## src/rtl/if_fetch.sv

```systemverilog
// ---------------------------------------------------------------------------
// if_fetch : instruction-fetch stage, directly upstream of ID.
//
// Holds the PC and issues one instruction-SRAM read per cycle. Branch/jump
// redirects from ID are applied on the next fetch; the instruction fetched in
// the redirect cycle is the delay slot and is not squashed. Under stall[0]
// the stage freezes. A redirect that arrives while frozen is parked and
// applied when the stall releases. If several redirects arrive during one
// stall, the newest one wins.
//
// Ports:
//   clk              in   1   stage clock
//   rst              in   1   asynchronous, active-low reset
//   stall            in   6   pipeline stall vector, bit 0 freezes this stage
//   br_bus           in  33   {br_e, br_addr[31:0]} from ID, valid one cycle
//   if_to_id_bus     out 33   {ce, pc[31:0]} of the current fetch
//   inst_sram_en     out  1   SRAM read enable
//   inst_sram_wen    out  4   tied to 0 (fetch never writes)
//   inst_sram_addr   out 32   fetch address
//   inst_sram_wdata  out 32   tied to 0
//   if_excp_adel     out  1   misaligned fetch flag (IF_ALIGN_CHECK_EN only)
//
// Build option:
//   IF_ALIGN_CHECK_EN  when defined, flags a misaligned PC on if_excp_adel
//                      and suppresses the SRAM access for that fetch. ID
//                      still sees ce=1 and the faulting PC.
//
// All outputs come straight from registers; there is no combinational path
// from any input to any output.
//
// FSM states
//   state | meaning
//   ------+------------------------------------------------------------
//   BOOT  | out of reset, no valid fetch yet; waits for stall release
//   RUN   | fetching one instruction per unstalled cycle
//   HOLD  | stalled with a redirect parked in br_pend_addr_q
// ---------------------------------------------------------------------------
module if_fetch #(
    parameter logic [31:0] RESET_PC = 32'hbfc0_0000
) (
    input  logic        clk,
    input  logic        rst,
    input  logic [5:0]  stall,
    input  logic [32:0] br_bus,
    output logic [32:0] if_to_id_bus,
    output logic        inst_sram_en,
    output logic [3:0]  inst_sram_wen,
    output logic [31:0] inst_sram_addr,
    output logic [31:0] inst_sram_wdata
`ifdef IF_ALIGN_CHECK_EN
    ,
    output logic        if_excp_adel
`endif
);

    localparam logic        STOP       = 1'b1;
    localparam logic [31:0] PC_STEP    = 32'd4;
    // Parked in pc_reg during reset so the first fetch lands on RESET_PC.
    localparam logic [31:0] PC_RST_VAL = RESET_PC - PC_STEP;

    typedef enum logic [1:0] {
        BOOT = 2'd0,
        RUN  = 2'd1,
        HOLD = 2'd2
    } state_e;

    // -----------------------------------------------------------------------
    // Input decode
    // -----------------------------------------------------------------------
    logic        stop;
    logic        br_e;
    logic [31:0] br_addr;

    assign stop    = (stall[0] == STOP);
    assign br_e    = br_bus[32];
    assign br_addr = br_bus[31:0];

    // Only stall[0] belongs to this stage; the rest of the vector is for
    // downstream stages.
    logic unused_stall_hi;
    assign unused_stall_hi = ^stall[5:1];

    // -----------------------------------------------------------------------
    // State registers
    // -----------------------------------------------------------------------
    state_e      state_q,        state_d;
    logic [31:0] pc_reg_q,       pc_reg_d;
    logic        ce_reg_q,       ce_reg_d;
    logic        br_pend_q,      br_pend_d;
    logic [31:0] br_pend_addr_q, br_pend_addr_d;

    always_ff @(posedge clk or negedge rst) begin
        if (!rst) begin
            state_q        <= BOOT;
            pc_reg_q       <= PC_RST_VAL;
            ce_reg_q       <= 1'b0;
            br_pend_q      <= 1'b0;
            br_pend_addr_q <= 32'd0;
        end else begin
            state_q        <= state_d;
            pc_reg_q       <= pc_reg_d;
            ce_reg_q       <= ce_reg_d;
            br_pend_q      <= br_pend_d;
            br_pend_addr_q <= br_pend_addr_d;
        end
    end

    // -----------------------------------------------------------------------
    // Next-state logic
    // -----------------------------------------------------------------------
    logic [31:0] pc_seq;

    // 32-bit add wraps naturally: 32'hffff_fffc + 4 = 0.
    assign pc_seq = pc_reg_q + PC_STEP;

    always_comb begin
        state_d        = state_q;
        pc_reg_d       = pc_reg_q;
        ce_reg_d       = ce_reg_q;
        br_pend_d      = br_pend_q;
        br_pend_addr_d = br_pend_addr_q;

        unique case (state_q)
            BOOT: begin
                // Redirects are meaningless before the first fetch.
                if (!stop) begin
                    pc_reg_d = RESET_PC;
                    ce_reg_d = 1'b1;
                    state_d  = RUN;
                end else begin
                    ce_reg_d = 1'b0;
                end
            end

            RUN: begin
                if (!stop) begin
                    pc_reg_d = br_e ? br_addr : pc_seq;
                    ce_reg_d = 1'b1;
                end else if (br_e) begin
                    br_pend_d      = 1'b1;
                    br_pend_addr_d = br_addr;
                    state_d        = HOLD;
                end
            end

            HOLD: begin
                if (stop) begin
                    if (br_e) begin
                        br_pend_addr_d = br_addr;
                    end
                end else begin
                    // A redirect arriving on the release cycle is younger
                    // than the parked one, so it takes priority.
                    pc_reg_d  = br_e ? br_addr : br_pend_addr_q;
                    ce_reg_d  = 1'b1;
                    br_pend_d = 1'b0;
                    state_d   = RUN;
                end
            end

            default: begin
                state_d = BOOT;
            end
        endcase
    end

    // -----------------------------------------------------------------------
    // Outputs
    // -----------------------------------------------------------------------
    assign if_to_id_bus    = {ce_reg_q, pc_reg_q};
    assign inst_sram_addr  = pc_reg_q;
    assign inst_sram_wen   = 4'b0000;
    assign inst_sram_wdata = 32'd0;

`ifdef IF_ALIGN_CHECK_EN
    // Tracks pc_reg exactly, so the flag always describes the PC on the bus.
    logic adel_q, adel_d;

    assign adel_d = (pc_reg_d[1:0] != 2'b00);

    always_ff @(posedge clk or negedge rst) begin
        if (!rst) begin
            adel_q <= 1'b0;
        end else begin
            adel_q <= adel_d;
        end
    end

    assign if_excp_adel = adel_q;
    assign inst_sram_en = ce_reg_q & ~adel_q;
`else
    assign inst_sram_en = ce_reg_q;
`endif

endmodule

```

## config.mk

```make
export PLATFORM = sky130hd
export DESIGN_NAME = if_fetch
export DESIGN_NICKNAME = d
export VERILOG_FILES = /design/src/rtl/if_fetch.sv
export SDC_FILE = /design/constraint.sdc
export NUM_CORES = 1
export LEC_CHECK = 0
export CORE_UTILIZATION = 44
export CTS_CLUSTER_SIZE = 14
export DETAILED_ROUTE_END_ITERATION = 8
export PLACE_DENSITY_LB_ADDON = 0.3
export SYNTH_ARGS = -nofsm -noshare
export SYNTH_HDL_FRONTEND = slang
export SYNTH_SLANG_ARGS = --single-unit
```

## constraint.sdc

```tcl
create_clock -name clk -period 6.15 [get_ports clk]
set_input_delay 1.23 -clock clk [delete_from_list [all_inputs] [get_ports clk]]
set_output_delay 1.23 -clock clk [all_outputs]
set_load 0.01 [all_outputs]
```

==> results of run 1 <==
==> worst max-delay path, stage by stage <==
cell and delay, ns:
clkdlybuf4s50_1 0.72, nand3b_1 0.75, or2_2 0.58, o311ai_0 0.37
==> cells by family after synthesis <==
group                    after synthesis
flip-flops                            67
AND/OR/NAND/NOR                      123
AO/OA/AOI/OAI                        115
other                                  1
multiplexers                          33
adder cells (fa/ha/maj)                5
buffers and inverters                103
==> registers in the layout, summed over array words and instances, names as in the netlist <==
name            count
br_pend_addr_q     32
inst_sram_en        1
inst_sram_addr     32
state_q             2
==> report_power, final <==
group	internal (mW)	switching, mW
combinational	0.496	0.458
sequential	0.668	0.187
clock	0.179	0.162
==> stage by stage <==
stage	worst slack, ns	power [mW]	utilization, %	instance area, um^2
floorplan	3.562	1.462	-	4387
CTS	2.752	2.155	55.30	5134
detailed placement	2.396	1.811	53.33	4951
global placement	2.423	1.771	53.33	4951
global route	2.519	2.289	55.30	5134
finish	2.719	2.149	55.30	5134
==> final cells by class <==
| type | instances | area, um^2 | share of cell area [%] |
|---|---|---|---|
| clock buffer | 14 | 172.7 | 3.363 |
| clock inverter | 2 | 10.01 | 0.1950 |
| inverter | 7 | 26.28 | 0.5118 |
| multi-input combinational | 312 | 2023 | 39.41 |
| sequential | 67 | 1712 | 33.34 |
| tap | 129 | 161.4 | 3.144 |
| timing repair buffer | 104 | 1028 | 20.03 |
==> worst min path at each step <==
stage	end	depth (start not counted)
6_report	br_pend_addr_q[22]	1
5_1_grt	br_pend_addr_q[30]	1
4_1_cts	br_pend_addr_q[17]	1
3_5_place_dp	br_pend_addr_q[27]	1
3_3_place_gp	br_pend_addr_q[30]	1
2_1_floorplan	br_pend_addr_q[27]	1
==> cells in the final DEF (no fill, tap or decap), types with 9 or more instances in the layout <==
cell type        Yosys  routed
clkdlybuf4s50_1      0     100
o21ai_0             39      39
dfrtp_1             39      39
conb_1               1      36
mux2_2              32      32
nor2_1              28      28
dfstp_2             28      28
nand2_1             25      25
a221oi_1            16      16
nand3_1             14      14
a21oi_1             12      12
clkbuf_8             0      12
a31oi_1             10      10
nand4_1              9       9
nor3_1               9       9
==> per-layer routing <==
layer | share of wire [%] | up-vias | track usage [%]
met5 | 0 | - | 0
met4 | 1.4 | 0 | 8.473
met3 | 6.5 | 13 | 3.691
met2 | 48 | 158 | 36.14
met1 | 44 | 1824 | 31.23
li1 | - | 1669 | -
==> impl_metrics.py, run 1 <==
metrics = {
    "final_layout": {
        "antenna_cells": 0,
        "drive_above_1_share_pct": 17.19,
        "nFillCells": 836,
        "syn2layout_area_growth_pct": 20.64,
        "nNetsFinal": 547,
        "fin_cells": 635,
    },
    "route": {
        "drt_pass1_iterations": 5,
        "wl_per_cell_um": 17.27,
        "drtIter0Drc": 220,
        "routed_wl_um": 10970,
        "via_per_inst": 5.770,
        "vias": 3664,
        "ant_nets": 0,
        "drc_errors": 0,
    },
    "clocking": {
        "post_cts.repair.setup_buffers": 0,
        "cts_tree": "yes",
        "cts-root-buf": "clkbuf_8",
        "cts_buffers": 9,
        "cts_resized": 0,
        "clock_path_buffers": 2,
        "cts.htree.levels": 3,
        "cts_hold_buf": 0,
        "cts.sinks": 67,
        "clock_latency_ns": 0.34,
        "clkTransAtPathRegs_ns": 0.07,
    },
    "sta": {
        "rsz0062_at_grt": "false",
        "fin_tns_setup_ns": 0,
        "finalCriticalPeriod_ns": 3.431,
        "period_share_pct": 55.79,
        "slew_headroom_pct": 25.30,
        "tightest_slew_ns": 1.116,
        "clock_skew_ns": 0.009371,
        "hold_viol": 0,
        "drv_slew": 0,
        "holdWs_ns": 0.5045,
        "setup_viol": 0,
        "fmax_ghz": 0.2914,
    },
    "setup_path": {
        "timing.rr.end": "inst_sram_addr[20]",
        "worstPathMaxFanout": 19,
        "reg2reg_from": "state_q[0]",
        "required_ns": 6.37,
        "critPathCaptureType": "register",
        "worst_setup_path_startpoint": "br_bus[32]",
        "worstRegToRegCells": 5,
        "start_kind": "input pin",
        "crit_path_end": "inst_sram_addr[20]",
        "critPathArrivalTime_ns": 3.65,
        "path_class": "in2reg",
        "reg2reg_slack_ns": 3.40,
    },
    "global_route": {
        "first_global_vias": 3444,
        "track_usage_pct": 22.73,
        "grt_start_max_net_pins": 68,
        "grt_pass1_wl_um": 17700,
        "grt-ovfl-total": 0,
        "antenna_found_initial": 0,
    },
    "logic_synthesis": {
        "synth.distinct_cells": 53,
        "async_flop_share_pct": 100.0,
        "netlist.area_leader.share_pct": 22.93,
        "yosys.area_share.simple_pct": 15.58,
        "netlist_instances": 447,
        "yosysSeqAreaShare_pct": 40.22,
        "synth-compound-area-share_pct": 18.55,
        "ys_warn_count": 0,
        "avgSynthCellArea_um2": 9.520,
        "ys.flop_type": "dfrtp_1",
        "synth_seq_cells": 67,
        "synthTopCellsByCount": "buf_4, dfrtp_1, o21ai_0",
        "synth_top_family_by_area": "compound AO/OA/AOI/OAI gates",
        "synth_adder_area_share_pct": 1.470,
        "synthXorXnorAreaFrac_pct": 0,
        "synth_area_um2": 4255,
        "synthMuxAreaShare_pct": 8.703,
        "synth_edf_count": 0,
        "yosys-top-cells-area": "dfrtp_1, dfstp_2, buf_4",
        "yosysMostFrequentCell": "buf_4",
        "synth_area_leader_cell": "dfrtp_1",
    },
    "die": {
        "ios": 143,
        "fp-row-count": 35,
        "core_region_area_um2": 9284,
        "dieWidth_um": 100.3,
        "die-height_um": 100.3,
        "initial_utilization_pct": 45.84,
        "dieArea_um2": 10070,
    },
    "power_and_ir_drop": {
        "power_density_nw_per_um2": 418.7,
        "leakagePower_nw": 1.985,
        "ir_drop_mv": 0.1766,
    },
    "place": {
        "place_congestion": 0.8414,
        "numPlacedInstances": 619,
        "dp_hpwl_um": 7708,
        "port_buffers": 101,
    },
    "job": {
        "maxCapViolations": 0,
    },
    "status": {
        "status": "completed",
    },
    "hold_path": {
        "min_from": "br_pend_addr_q[22]",
        "hold_class": "reg2reg",
    },
}
Note: power is estimated with default switching activity, not from simulation.
==> run 2, diff against run 1 <==
Clock period 6.15 ns to 3.3 ns, I/O delays scaled along.
==> impl_metrics.py, run 2 (same netlist as run 1, synthesis figures left out) <==
metrics = {
    "final_layout": {
        "drive_above_1_share_pct": 18.20,
        "stdcell_area_um2": 5182,
        "regArea_um2": 1712,
        "multi_input_area_um2": 2023,
        "most-common-layout-cells": "clkdlybuf4s50_1, o21ai_0, dfrtp_1",
        "nFillCells": 837,
        "nNetsFinal": 552,
        "syn2layout_area_growth_pct": 21.79,
        "mostFrequentLayoutCell": "clkdlybuf4s50_1",
        "antenna_cells": 0,
    },
    "route": {
        "ant_nets": 0,
        "drtIter0Drc": 362,
        "top_layer_used": "met4",
        "dr_wl_met2_um": 5192,
        "wl_per_cell_um": 17.23,
        "drt_pass1_iterations": 5,
        "wl_met3_um": 705,
        "drc_errors": 0,
        "routed_wl_um": 11030,
        "vias": 3682,
        "via_per_inst": 5.753,
        "route.layer.met1.wl_um": 4943,
    },
    "sta": {
        "fmax_ghz": 0.3918,
        "holdWs_ns": 0.4825,
        "tightest_slew_ns": 0.8596,
        "slew_headroom_pct": 42.70,
        "layout_setup_ws_ns": 0.7478,
        "rsz0062_at_grt": "false",
        "fin_tns_setup_ns": 0,
        "hold_viol": 0,
        "setup_viol": 0,
        "period_share_pct": 77.34,
        "drv_slew": 0,
        "clock_skew_ns": 0.01515,
        "finalCriticalPeriod_ns": 2.552,
    },
    "die": {
        "dieWidth_um": 100.3,
        "die-height_um": 100.3,
        "core_region_area_um2": 9284,
        "ios": 143,
        "fp-row-count": 35,
        "initial_utilization_pct": 45.84,
        "dieArea_um2": 10070,
    },
    "clocking": {
        "cts-root-buf": "clkbuf_8",
        "cts_buffers": 9,
        "clock_latency_ns": 0.35,
        "cts_hold_buf": 0,
        "cts_tree": "yes",
        "post_cts.repair.setup_buffers": 0,
        "cts.sinks": 67,
        "cts_resized": 0,
        "cts.htree.levels": 3,
        "clkTransAtPathRegs_ns": 0.09,
        "clock_path_buffers": 2,
    },
    "global_route": {
        "track_usage_pct": 22.65,
        "grt_pass1_wl_um": 17770,
        "first_global_vias": 3455,
        "antenna_found_initial": 0,
        "grt-ovfl-total": 0,
        "grt_start_max_net_pins": 68,
    },
    "power_and_ir_drop": {
        "power_density_nw_per_um2": 787.3,
        "netSwitchingPower_mw": 1.544,
        "p_seq_share_pct": 39.0,
        "leakagePower_nw": 2.000,
        "ir_drop_mv": 0.3385,
        "p_clk_share_pct": 16.8,
        "total_power_mw": 4.080,
        "pwr-share-comb_pct": 44.2,
        "p_sw_share_pct": 37.84,
        "internal-power_mw": 2.536,
    },
    "setup_path": {
        "start_kind": "register",
        "reg2reg_from": "state_q[1]",
        "critPathArrivalTime_ns": 2.83,
        "required_ns": 3.57,
        "worst_setup_path_startpoint": "state_q[1]",
        "critPathCaptureType": "register",
        "worstPathMaxFanout": 22,
        "path_class": "reg2reg",
    },
    "place": {
        "dp_hpwl_um": 7695,
        "port_buffers": 101,
        "pre_cts_slack_ns": 0.4628,
        "place_congestion": 0.8143,
        "place_area_um2": 4989,
    },
    "hold_path": {
        "hold_class": "in2async",
    },
    "status": {
        "status": "completed",
    },
    "job": {
        "maxCapViolations": 0,
    },
}
==> run 2: worst paths after layout <==
path	end	slack, ns	cells after the start
hold reg to reg	br_pend_addr_q[20]	0.51	1
setup / recovery	inst_sram_addr[29]	0.75	6
hold / removal	br_pend_addr_q[11]	0.48	2
min in group clk	br_pend_addr_q[20]	0.51	1
max in group asynchronous	br_pend_addr_q[27]	2.23	2
setup reg to reg	inst_sram_addr[29]	0.75	6
==> run 2: final cells by class <==
cell class	count	share of cell area, %
Timing Repair Buffer	109	20.57
Tap cell	129	3.114
Inverter	7	0.5070
Clock buffer	10	2.463
Clock inverter	6	1.280
Sequential cell	67	33.03
Multi-Input combinational cell	312	39.04
==> run 2: routing by layer <==
| layer | track usage [%] | vias to the layer above |
|---|---|---|
| met1 | 31.85 | 1803 |
| met2 | 35.72 | 184 |
| li1 | - | 1676 |
| met5 | 0 | - |
| met4 | 7.469 | 0 |
| met3 | 3.552 | 19 |
==> run 2: per-stage QoR <==
step | util, % | std cells
6_report | 55.82 | 640
5_1_grt | 55.82 | 640
4_1_cts | 55.82 | 640
3_5_place_dp | 53.73 | 624
3_3_place_gp | 53.73 | 624
2_1_floorplan | - | 482
==> run 2: power groups by stage <==
stage          Combinational [mW]  Sequential, mW  Clock [mW]
2_1_floorplan                1.17            1.56           0
3_3_place_gp                 1.75            1.58           0
3_5_place_dp                 1.80            1.60           0
4_1_cts                      1.80            1.59       0.693
5_1_grt                      1.95            1.65       0.726
6_report                     1.80            1.59       0.687
==> run 2: worst max-delay path, stage by stage, from the launching register on <==
cell	delay [ns]
dfrtp_1	0.40
inv_1	0.08
ha_1	0.61
or3b_4	0.59
a221o_1	0.35
a311o_1	0.33
o221a_2	0.12
==> run 3, diff against run 2 <==
Clock period 3.3 ns to 2.63 ns, I/O delays scaled along.
==> impl_metrics.py, run 3 (same netlist as run 1, synthesis figures left out) <==
metrics = {
    "place": {
        "place_congestion": 0.8399,
        "place_area_um2": 5041,
        "port_buffers": 101,
        "dp_hpwl_um": 7864,
    },
    "clocking": {
        "cts_tree": "yes",
        "cts.sinks": 67,
        "cts-root-buf": "clkbuf_8",
        "clkTransAtPathRegs_ns": 0.08,
        "clock_latency_ns": 0.35,
        "clock_path_buffers": 2,
        "cts_buffers": 9,
        "cts_resized": 0,
        "post_cts.repair.setup_buffers": 0,
        "cts.htree.levels": 3,
        "cts_hold_buf": 0,
    },
    "route": {
        "drtIter0Drc": 208,
        "routed_wl_um": 11120,
        "drc_errors": 0,
        "via_per_inst": 5.692,
        "drt_pass1_iterations": 4,
        "wl_per_cell_um": 17.19,
        "ant_nets": 0,
        "vias": 3683,
    },
    "die": {
        "die-height_um": 100.3,
        "core_region_area_um2": 9284,
        "ios": 143,
        "initial_utilization_pct": 45.84,
        "dieArea_um2": 10070,
        "dieWidth_um": 100.3,
        "fp-row-count": 35,
    },
    "hold_path": {
        "hold_class": "in2async",
    },
    "final_layout": {
        "stdcell_area_um2": 5235,
        "multi_input_area_um2": 2023,
        "drive_above_1_share_pct": 19.31,
        "nNetsFinal": 559,
        "mostFrequentLayoutCell": "clkdlybuf4s50_1",
        "antenna_cells": 0,
        "syn2layout_area_growth_pct": 23.02,
        "most-common-layout-cells": "clkdlybuf4s50_1, o21ai_0, dfrtp_1",
        "regArea_um2": 1712,
        "nFillCells": 834,
    },
    "sta": {
        "rsz0062_at_grt": "false",
        "clock_skew_ns": 0.004957,
        "period_share_pct": 83.59,
        "slew_headroom_pct": 60.66,
        "tightest_slew_ns": 0.5856,
        "fin_tns_setup_ns": 0,
        "fmax_ghz": 0.4548,
        "setup_viol": 0,
        "finalCriticalPeriod_ns": 2.199,
        "drv_slew": 0,
        "hold_viol": 0,
    },
    "power_and_ir_drop": {
        "power_density_nw_per_um2": 987.7,
        "netSwitchingPower_mw": 1.932,
        "internal-power_mw": 3.239,
        "p_sw_share_pct": 37.36,
        "leakagePower_nw": 2.045,
        "pwr-share-comb_pct": 44.5,
        "p_clk_share_pct": 16.8,
        "ir_drop_mv": 0.4038,
        "p_seq_share_pct": 38.7,
    },
    "setup_path": {
        "worst_setup_path_startpoint": "state_q[0]",
        "worstPathMaxFanout": 8,
        "required_ns": 2.92,
        "critPathCaptureType": "register",
        "worstRegToRegCells": 7,
        "start_kind": "register",
        "reg2reg_from": "state_q[0]",
        "path_class": "reg2reg",
        "critPathArrivalTime_ns": 2.48,
    },
    "global_route": {
        "grt_start_max_net_pins": 28,
        "track_usage_pct": 23.02,
        "grt_pass1_wl_um": 17950,
        "first_global_vias": 3445,
        "antenna_found_initial": 0,
        "grt-ovfl-total": 0,
    },
    "status": {
        "status": "completed",
    },
    "job": {
        "maxCapViolations": 0,
    },
}
## run 3: cell count changes in the layout (fill, tap and decap cells not counted)
| cell | before | now |
|---|---|---|
| clkinv_2 | 1 | 3 |
| clkinvlp_4 | 3 | 1 |
| clkbuf_8 | 9 | 10 |
| clkinv_4 | 1 | 0 |
| buf_4 | 8 | 15 |
## run 3: cell type report
| type | instances | area share, % |
|---|---|---|
| inverter | 7 | 0.5019 |
| tap | 129 | 3.083 |
| clock buffer | 11 | 2.701 |
| timing repair buffer | 116 | 21.37 |
| sequential | 67 | 32.70 |
| multi-input combinational | 312 | 38.65 |
| clock inverter | 5 | 1.004 |
## run 3: power by group through the flow
stage	sequential (mW)	combinational (mW)	clock, mW
finish	2.00	2.30	0.871
global route	2.07	2.48	0.928
CTS	1.99	2.30	0.884
detailed placement	2.01	2.30	0
global placement	1.98	2.24	0
floorplan	1.95	1.47	0
## run 3: metrics by stage
stage | hold WS [ns] | utilization [%] | worst slack, ns | instances | total power, mW
2_1_floorplan | 0.2304 | - | 0.6676 | 482 | 3.419
3_3_place_gp | 0.4865 | 54.30 | 0.2838 | 631 | 4.222
3_5_place_dp | 0.4935 | 54.30 | 0.2681 | 631 | 4.303
4_1_cts | 0.1615 | 56.39 | 0.4142 | 647 | 5.180
5_1_grt | 0.1850 | 56.39 | 0.1932 | 647 | 5.483
6_report | 0.1589 | 56.39 | 0.4315 | 647 | 5.171
## run 3: worst paths after layout
kind,endpoint,slack (ns)
setup / recovery,inst_sram_addr[29],0.43
setup reg to reg,inst_sram_addr[29],0.43
hold reg to reg,br_pend_addr_q[29],0.51
max in group asynchronous,inst_sram_addr[14],1.66
hold / removal,br_pend_addr_q[11],0.16
min in group clk,br_pend_addr_q[29],0.51
## run 3: critical path: stages (launching register included)
cell and delay (ns):
dfrtp_1 0.41, inv_1 0.10, ha_1 0.34, nor3_2 0.11, or3b_4 0.42, a221o_1 0.31, a311o_1 0.33, o221a_2 0.12
## run 3: layer usage
metal,up-vias,part of all wire [%],global-route usage (%)
met5,-,0,0
met4,0,1.5,9.365
met3,13,5.8,3.412
met2,160,48,35.99
met1,1818,45,32.10
li1,1692,-,-
